<file path="src/rtl/mc_ctrl_pkg.sv">
// Shared encodings for the multicycle control unit: FSM states, opcodes,
// ALU operation codes and the decoded instruction classes.
package mc_ctrl_pkg;

   typedef enum logic [2:0] {
      StFetch     = 3'd0,
      StDecode    = 3'd1,
      StExecute   = 3'd2,
      StMemory    = 3'd3,
      StWriteback = 3'd4,
      StFault     = 3'd5
   } state_e;

   typedef enum logic [2:0] {
      ClsR,
      ClsLw,
      ClsSw,
      ClsBeq,
      ClsBne,
      ClsJ,
      ClsJal,
      ClsAddi
   } instr_class_e;

   localparam logic [5:0] OP_RTYPE = 6'b000000;
   localparam logic [5:0] OP_LW    = 6'b100011;
   localparam logic [5:0] OP_SW    = 6'b101011;
   localparam logic [5:0] OP_BEQ   = 6'b000100;
   localparam logic [5:0] OP_BNE   = 6'b000101;
   localparam logic [5:0] OP_J     = 6'b000010;
   localparam logic [5:0] OP_JAL   = 6'b000011;
   localparam logic [5:0] OP_ADDI  = 6'b001000;

   localparam logic [3:0] ALU_ADD = 4'b0010;
   localparam logic [3:0] ALU_SUB = 4'b0110;

   // Wide enough for any timeout limit up to 255.
   localparam int unsigned TMO_W = 8;

endpackage

</file>
<file path="src/rtl/mc_control_fsm_if.sv">
// Instruction-fetch, data-memory and datapath control bundle of the control unit.
// slave = control unit side, master = memory/datapath side.
interface mc_control_fsm_if #(
   parameter int unsigned XLEN       = 32,
   parameter int unsigned ALU_CTRL_W = 4
);
   logic [XLEN-1:0]       instr_in;
   logic                  instr_valid;
   logic                  instr_ready;
   logic                  mem_ready;
   logic                  branch_cond;
   logic                  stall_in;
   logic [XLEN-1:0]       ir_out;
   logic                  pc_inc;
   logic                  pc_write;
   logic [ALU_CTRL_W-1:0] alu_control;
   logic                  alu_src_imm;
   logic                  reg_write;
   logic                  mem_read;
   logic                  mem_write;
   logic                  branch;
   logic                  jump;
   logic                  link;
   logic [2:0]            state_out;
   logic                  fault;
   logic [XLEN-1:0]       retired_count;

   modport slave (
      input  instr_in, instr_valid, mem_ready, branch_cond, stall_in,
      output instr_ready, ir_out, pc_inc, pc_write, alu_control, alu_src_imm, reg_write,
             mem_read, mem_write, branch, jump, link, state_out, fault, retired_count
   );

   modport master (
      output instr_in, instr_valid, mem_ready, branch_cond, stall_in,
      input  instr_ready, ir_out, pc_inc, pc_write, alu_control, alu_src_imm, reg_write,
             mem_read, mem_write, branch, jump, link, state_out, fault, retired_count
   );
endinterface

</file>
<file path="src/rtl/mc_opcode_decode.sv">
// Purely combinational opcode decoder: instruction class, legality and ALU operation.
module mc_opcode_decode
   import mc_ctrl_pkg::*;
#(
   parameter int unsigned ALU_CTRL_W = 4
) (
   input  logic [5:0]            opcode_i,
   input  logic [ALU_CTRL_W-1:0] funct_i,
   output instr_class_e          cls_o,
   output logic                  legal_o,
   output logic [ALU_CTRL_W-1:0] alu_ctrl_o
);

   // Map the opcode field onto a class and the ALU operation used in EXECUTE
   always_comb begin
      cls_o      = ClsR;
      legal_o    = 1'b1;
      alu_ctrl_o = '0;
      case (opcode_i)
         OP_RTYPE: begin
            cls_o      = ClsR;
            alu_ctrl_o = funct_i;
         end
         OP_LW: begin
            cls_o      = ClsLw;
            alu_ctrl_o = ALU_CTRL_W'(ALU_ADD);
         end
         OP_SW: begin
            cls_o      = ClsSw;
            alu_ctrl_o = ALU_CTRL_W'(ALU_ADD);
         end
         OP_ADDI: begin
            cls_o      = ClsAddi;
            alu_ctrl_o = ALU_CTRL_W'(ALU_ADD);
         end
         OP_BEQ: begin
            cls_o      = ClsBeq;
            alu_ctrl_o = ALU_CTRL_W'(ALU_SUB);
         end
         OP_BNE: begin
            cls_o      = ClsBne;
            alu_ctrl_o = ALU_CTRL_W'(ALU_SUB);
         end
         OP_J:    cls_o = ClsJ;
         OP_JAL:  cls_o = ClsJal;
         default: legal_o = 1'b0;
      endcase
   end

endmodule

</file>
<file path="src/rtl/mc_control_fsm.sv">
// Multicycle control unit: FETCH/DECODE/EXECUTE/MEMORY/WRITEBACK sequencer with
// ready/valid fetch, timed-out memory handshake, global stall, sticky fault and
// retired-instruction counter.
module mc_control_fsm
   import mc_ctrl_pkg::*;
#(
   parameter int unsigned XLEN        = 32,
   parameter int unsigned ALU_CTRL_W  = 4,
   parameter int unsigned TIMEOUT_MAX = 15
) (
   input logic            clk,
   input logic            reset,
   mc_control_fsm_if.slave bus
);

   state_e                state_q, state_d;
   logic [XLEN-1:0]       ir_q, ir_d;
   logic [TMO_W-1:0]      tmo_q, tmo_d;
   logic [XLEN-1:0]       retired_q, retired_d;

   instr_class_e          dec_cls;
   logic                  dec_legal;
   logic [ALU_CTRL_W-1:0] dec_alu;
   logic                  strobe_en;

   mc_opcode_decode #(
      .ALU_CTRL_W(ALU_CTRL_W)
   ) u_decode (
      .opcode_i  (ir_q[XLEN-1 -: 6]),
      .funct_i   (ir_q[ALU_CTRL_W-1:0]),
      .cls_o     (dec_cls),
      .legal_o   (dec_legal),
      .alu_ctrl_o(dec_alu)
   );

   // Strobes drop during stall and also while reset is asserted, so a pending
   // memory request is withdrawn in the same cycle reset arrives.
   assign strobe_en = !bus.stall_in && !reset;

   // State register with synchronous reset
   always_ff @(posedge clk) begin
      if (reset) begin
         state_q   <= StFetch;
         ir_q      <= '0;
         tmo_q     <= '0;
         retired_q <= '0;
      end else begin
         state_q   <= state_d;
         ir_q      <= ir_d;
         tmo_q     <= tmo_d;
         retired_q <= retired_d;
      end
   end

   // Next-state, IR load, memory timeout and retire logic; stall freezes everything
   always_comb begin
      state_d   = state_q;
      ir_d      = ir_q;
      tmo_d     = tmo_q;
      retired_d = retired_q;
      case (state_q)
         StFetch: begin
            if (!bus.stall_in && bus.instr_valid) begin
               ir_d    = bus.instr_in;
               state_d = StDecode;
            end
         end
         StDecode: begin
            if (!bus.stall_in) state_d = dec_legal ? StExecute : StFault;
         end
         StExecute: begin
            if (!bus.stall_in) begin
               case (dec_cls)
                  ClsR, ClsAddi, ClsJal: state_d = StWriteback;
                  ClsLw, ClsSw:          state_d = StMemory;
                  default:               state_d = StFetch;
               endcase
            end
         end
         StMemory: begin
            if (!bus.stall_in) begin
               if (bus.mem_ready) begin
                  state_d = (dec_cls == ClsLw) ? StWriteback : StFetch;
                  tmo_d   = '0;
               end else if (tmo_q == TMO_W'(TIMEOUT_MAX)) begin
                  state_d = StFault;
                  tmo_d   = '0;
               end else begin
                  tmo_d = tmo_q + TMO_W'(1);
               end
            end
         end
         StWriteback: begin
            if (!bus.stall_in) state_d = StFetch;
         end
         StFault: state_d = StFault;
         default: state_d = StFault;
      endcase

      if (state_d == StFetch && state_q inside {StExecute, StMemory, StWriteback}) begin
         retired_d = retired_q + XLEN'(1);
      end
   end

   // Output decode: strobes gated by strobe_en, status fields follow the held state
   always_comb begin
      bus.instr_ready = 1'b0;
      bus.pc_inc      = 1'b0;
      bus.pc_write    = 1'b0;
      bus.alu_control = '0;
      bus.alu_src_imm = 1'b0;
      bus.reg_write   = 1'b0;
      bus.mem_read    = 1'b0;
      bus.mem_write   = 1'b0;
      bus.branch      = 1'b0;
      bus.jump        = 1'b0;
      bus.link        = 1'b0;
      bus.fault       = 1'b0;
      case (state_q)
         StFetch: begin
            bus.instr_ready = !bus.stall_in;
            bus.pc_inc      = strobe_en && bus.instr_valid;
         end
         StExecute: begin
            bus.alu_control = dec_alu;
            case (dec_cls)
               ClsAddi, ClsLw, ClsSw: bus.alu_src_imm = 1'b1;
               ClsBeq: begin
                  bus.branch   = 1'b1;
                  bus.pc_write = strobe_en && bus.branch_cond;
               end
               ClsBne: begin
                  bus.branch   = 1'b1;
                  bus.pc_write = strobe_en && !bus.branch_cond;
               end
               ClsJ, ClsJal: begin
                  bus.jump     = 1'b1;
                  bus.pc_write = strobe_en;
               end
               default: ;
            endcase
         end
         StMemory: begin
            bus.mem_read  = strobe_en && (dec_cls == ClsLw);
            bus.mem_write = strobe_en && (dec_cls == ClsSw);
         end
         StWriteback: begin
            bus.reg_write = strobe_en;
            bus.link      = (dec_cls == ClsJal);
         end
         StFault: bus.fault = 1'b1;
         default: ;
      endcase
   end

   assign bus.ir_out        = ir_q;
   assign bus.state_out     = state_q;
   assign bus.retired_count = retired_q;

endmodule

</file>
<file path="src/flat_wrapper.sv">
// flat-port wrapper written by rule: the top's interface ports become plain ports
module mc_control_fsm_flat import mc_ctrl_pkg::*;
#(
   parameter int unsigned XLEN        = 32,
   parameter int unsigned ALU_CTRL_W  = 4,
   parameter int unsigned TIMEOUT_MAX = 15
)
  (clk, reset, bus_instr_in, bus_instr_valid, bus_mem_ready, bus_branch_cond, bus_stall_in, bus_instr_ready, bus_ir_out, bus_pc_inc, bus_pc_write, bus_alu_control, bus_alu_src_imm, bus_reg_write, bus_mem_read, bus_mem_write, bus_branch, bus_jump, bus_link, bus_state_out, bus_fault, bus_retired_count);
  mc_control_fsm_if #(.XLEN(XLEN), .ALU_CTRL_W(ALU_CTRL_W)) bus_i ();
  input logic clk;
  input logic reset;
  input wire logic [$bits(bus_i.instr_in)-1:0] bus_instr_in;
  input wire logic [$bits(bus_i.instr_valid)-1:0] bus_instr_valid;
  input wire logic [$bits(bus_i.mem_ready)-1:0] bus_mem_ready;
  input wire logic [$bits(bus_i.branch_cond)-1:0] bus_branch_cond;
  input wire logic [$bits(bus_i.stall_in)-1:0] bus_stall_in;
  output wire logic [$bits(bus_i.instr_ready)-1:0] bus_instr_ready;
  output wire logic [$bits(bus_i.ir_out)-1:0] bus_ir_out;
  output wire logic [$bits(bus_i.pc_inc)-1:0] bus_pc_inc;
  output wire logic [$bits(bus_i.pc_write)-1:0] bus_pc_write;
  output wire logic [$bits(bus_i.alu_control)-1:0] bus_alu_control;
  output wire logic [$bits(bus_i.alu_src_imm)-1:0] bus_alu_src_imm;
  output wire logic [$bits(bus_i.reg_write)-1:0] bus_reg_write;
  output wire logic [$bits(bus_i.mem_read)-1:0] bus_mem_read;
  output wire logic [$bits(bus_i.mem_write)-1:0] bus_mem_write;
  output wire logic [$bits(bus_i.branch)-1:0] bus_branch;
  output wire logic [$bits(bus_i.jump)-1:0] bus_jump;
  output wire logic [$bits(bus_i.link)-1:0] bus_link;
  output wire logic [$bits(bus_i.state_out)-1:0] bus_state_out;
  output wire logic [$bits(bus_i.fault)-1:0] bus_fault;
  output wire logic [$bits(bus_i.retired_count)-1:0] bus_retired_count;
  assign bus_i.instr_in = bus_instr_in;
  assign bus_i.instr_valid = bus_instr_valid;
  assign bus_i.mem_ready = bus_mem_ready;
  assign bus_i.branch_cond = bus_branch_cond;
  assign bus_i.stall_in = bus_stall_in;
  assign bus_instr_ready = bus_i.instr_ready;
  assign bus_ir_out = bus_i.ir_out;
  assign bus_pc_inc = bus_i.pc_inc;
  assign bus_pc_write = bus_i.pc_write;
  assign bus_alu_control = bus_i.alu_control;
  assign bus_alu_src_imm = bus_i.alu_src_imm;
  assign bus_reg_write = bus_i.reg_write;
  assign bus_mem_read = bus_i.mem_read;
  assign bus_mem_write = bus_i.mem_write;
  assign bus_branch = bus_i.branch;
  assign bus_jump = bus_i.jump;
  assign bus_link = bus_i.link;
  assign bus_state_out = bus_i.state_out;
  assign bus_fault = bus_i.fault;
  assign bus_retired_count = bus_i.retired_count;
  mc_control_fsm #(.XLEN(XLEN), .ALU_CTRL_W(ALU_CTRL_W), .TIMEOUT_MAX(TIMEOUT_MAX)) u_core (.clk(clk), .reset(reset), .bus(bus_i));
endmodule
</file>
<file path="config.mk">
export PLATFORM = sky130hd
export DESIGN_NAME = mc_control_fsm_flat
export DESIGN_NICKNAME = d
export VERILOG_FILES = /design/src/rtl/mc_ctrl_pkg.sv /design/src/rtl/mc_control_fsm_if.sv /design/src/rtl/mc_opcode_decode.sv /design/src/rtl/mc_control_fsm.sv /design/src/flat_wrapper.sv
export SDC_FILE = /design/constraint.sdc
export NUM_CORES = 1
export LEC_CHECK = 0
export ABC_CLOCK_PERIOD_IN_PS = 2000
export CAP_MARGIN = 20
export CELL_PAD_IN_SITES_DETAIL_PLACEMENT = 1
export CELL_PAD_IN_SITES_GLOBAL_PLACEMENT = 2
export CORE_MARGIN = 8
export CORE_UTILIZATION = 24
export DETAILED_ROUTE_END_ITERATION = 6
export PLACE_DENSITY = 0.87
export SLEW_MARGIN = 20
export SYNTH_ARGS = -nofsm -noshare
export SYNTH_HDL_FRONTEND = slang
export SYNTH_SLANG_ARGS = --single-unit
</file>
<file path="constraint.sdc">
create_clock -name clk -period 2 [get_ports clk]
set_clock_uncertainty 0.15 [all_clocks]
set_input_delay 0.3 -clock clk [delete_from_list [all_inputs] [get_ports clk]]
set_output_delay 0.3 -clock clk [all_outputs]
set_load 0.02 [all_outputs]
</file>
==> results of run 1 <==
-- cells in the mapped netlist, types with 4 or more instances --
library cell  number
a21oi_1           44
nor2_1            58
nor3_1             5
nor4b_1            4
and4_1             4
o21ai_0            5
nor3_2             5
nand4_1            4
inv_1              7
xor2_1             4
nand3_1           15
clkbuf_1          15
xnor2_1           33
nor4_2            22
nor3b_1            4
dfxtp_1           75
buf_2              4
buf_6              5
nand2_1           90
and3_1             7
-- power by group through the flow --
stage | Clock, W | Combinational, W | Sequential (W)
after floorplan | 0 | 0.000265 | 0.00165
after global placement | 0 | 0.000620 | 0.00160
after detailed placement | 0 | 0.000633 | 0.00161
after CTS | 0.00174 | 0.000676 | 0.00158
after global routing | 0.00180 | 0.000767 | 0.00158
final | 0.00169 | 0.000709 | 0.00158
-- worst paths after layout --
check / from / end / slack, ns / depth (start not counted)
max reg2reg: u_core.tmo_q[0] / u_core.bus.retired_count[15] / -0.35 / 10
max: u_core.tmo_q[0] / u_core.bus.retired_count[15] / -0.35 / 10
min reg2reg: u_core.bus.ir_out[17] / u_core.bus.ir_out[17] / 0.31 / 2
min: u_core.bus.ir_out[17] / u_core.bus.ir_out[17] / 0.31 / 2
-- worst register-to-register path, cell delays in order, from the launching register on --
cell and delay (ns):
dfxtp_2 0.35, ha_4 0.13, and4bb_2 0.28, a311oi_4 0.12, o31ai_4 0.25, o211ai_4 0.19, buf_12 0.21, buf_4 0.15
nor2_4 0.14, a21oi_2 0.07, a31o_2 0.21
-- placed cells by master (no fill, tap or decap), drive strengths merged, types with 5 or more instances in the layout --
master | netlist | routed
nor4 | 24 | 24
nor2 | 59 | 59
xnor2 | 33 | 33
dfxtp | 75 | 75
nor3 | 10 | 10
nand2 | 91 | 91
o21ai | 7 | 7
nand3 | 15 | 15
inv | 7 | 8
and3 | 7 | 7
buf | 13 | 116
nor3b | 5 | 5
a21oi | 44 | 44
clkdlybuf4s50 | 0 | 99
and4 | 5 | 5
clkbuf | 15 | 13
-- layout make-up --
type,count,area [um2],share of cell area
clock buffer,11,242.7,0.03544
clock inverter,5,60.06,0.008769
inverter,7,26.28,0.003836
multi-input combinational,344,2582,0.3771
sequential,75,1534,0.2240
tap,216,270.3,0.03946
timing repair buffer,222,2133,0.3115
-- per-layer routing --
layer	up-vias	track usage	wire (um)
met2	96	0.2747	7724
met3	17	0.05578	1014
met5	-	0	0
li1	1967	-	-
met4	0	0.03844	204
met1	1987	0.1514	5700
-- what timing repair did --
action	CTS	global route
buffers inserted	8	10
gates cloned	3	1
gates resized for setup	116	45
endpoints found under the setup margin	49	54
pin swaps	8	33
-- state kept, by name, summed over array words and instances, names as in the netlist --
signal	count
u_core.bus.state_out	3
u_core.tmo_q	8
u_core.bus.retired_count	32
u_core.bus.ir_out	32
-- kinds of logic after synthesis --
group	Yosys count	share of synthesized area
adders and majority gates	2	0.006615
DFF	75	0.3970
xor gates and xnor gates	37	0.08568
AOI/OAI and AO/OA	64	0.1111
and+or+nand+nor	241	0.3506
buffers and inverters	35	0.04896
-- through the flow --
stage	utilization	TNS (ns)	cell area, um2	total power (W)
after global placement	0.3793	-18.19	5938	0.002224
final	0.4375	-9.652	6849	0.003971
after detailed placement	0.3793	-20.88	5938	0.002241
after global routing	0.4375	-14.20	6849	0.004147
after floorplan	-	-4.197	3970	0.001916
after CTS	0.4224	-10.74	6613	0.003991
==> run summary, run 1 <==
Hold Path Class = reg -> reg
Leakage = 2.392 nW
Crit Path Max Fanout = 8
Drt pass-1 iters = 4
Post-route DRC = 0
Post-Place Setup Slack = -0.5465 ns
CP top delay family = compound AO/OA/AOI/OAI gates
Yosys warning count = 0
CTS H-tree lvls = 3
Placed Instances = 845
Relative slew slack = 0.5893
Failing checks = negative setup slack
Fmax = 425.8 MHz
Post-route insts no fill = 880
FILL cells = 1773
WL/cell = 16.64 um
First-pass GRT wire length = 23.67 mm
Buf/Inv on CP = 2
Max Slew Vio Count = 0
Leading area contributor after synthesis = dfxtp_1
Initial Utilization = 0.2416
CTS tree = done
Pin slew with the least headroom to its limit = 0.6096 ns
DIE AREA = 20030 um2
Yosys reg bits = 75
Netlist cell types = 53
Initial antenna violation count = 0
Placeable Area = 15660 um2
Synth area leaders = dfxtp_1 40%, nand2_1 8.9%, xnor2_1 7.6%, nor4_2 7.3%, a21oi_1 5.8%
# rows = 46
Crit-path max cell delay = 0.35 ns
WHS = 0.3063 ns
CP max-delay cell = dfxtp_2
Comb power frac = 0.178
Boundary Pins = 120
DR vias/cell = 4.622
Die Width = 141.5 um
RSZ-0062 raised after global routing = yes
Vias in the first global route = 4498
GR Util All Layers = 0.1475
Max VDD drop = 428.1 uV
Data required time of the worst path = 2.09 ns
Largest net degree at the start of global routing = 36
Maxcap violations = 0
Net Count, Synth = 494
Sequential fraction of the synthesis area = 0.3970
Sw frac = 0.2744
Clock sinks = 75
Synthesized area per cell = 8.331 um2
Kind of critical path = reg -> reg
GRT overflow = 0
DR iter-0 viols = 172
Clock power frac = 0.425
Final wirelength = 14.64 mm
Cell Pwr Density = 579.8 nW/um2
Die Span Y = 141.5 um
Crit end category = flop
Seq pwr share = 0.397
Nets@finish = 699
CTS Buffer Depth = 2
Part of the cycle the worst path needs = 1.174
Setup violations, final = 41
Synthesis-to-layout area growth = 81.08%
Setup ws final = -0.3483 ns
NetSw = 0.001090 W
Clk slew on worst S/H paths = 0.07 ns
ANT nets after route = 0
DP HPWL = 10.31 mm
Clock latency on the worst-skew pair = 0.34 ns
CP Launch Type = flop
Arr. time, crit path = 2.43 ns
# diodes = 0
Share of cells above drive strength 1 = 0.3494
Post-Synthesis Cell Area = 3782 um2
Hold Vio Cnt, Final = 0
Fin crit period = 2.348 ns
Post-synth EDFFs = 0
Number of CTS-inserted buffers = 9
CP cell instances = ha_4 -> and4bb_2 -> a311oi_4 -> o31ai_4 -> o211ai_4 -> buf_12 -> buf_4 -> nor2_4 -> a21oi_2 -> a31o_2
RePlAce Congestion = 0.8171
Synthesized instance count = 454
Port bufs = 119
Yosys top cell area share = 0.3970
Post-synth top flop = dfxtp_1
Status = complete, but fails checks
CTS Root Cell = clkbuf_16
Async SR Flop Fraction = 0
CTS Hold Bufs = 0
Via count = 4067
Pint = 0.002882 W
(Power assumes the default switching activity.)
==> run 2, diff against run 1 <==
--- a/config.mk
+++ b/config.mk
@@ -11,6 +11,7 @@
 export CELL_PAD_IN_SITES_GLOBAL_PLACEMENT = 2
 export CORE_MARGIN = 8
 export CORE_UTILIZATION = 24
+export CTS_CLUSTER_SIZE = 20
 export DETAILED_ROUTE_END_ITERATION = 6
 export PLACE_DENSITY = 0.87
 export SLEW_MARGIN = 20
==> results of run 2 <==
No change in the layout: final DEF, timing and power equal those of run 1.
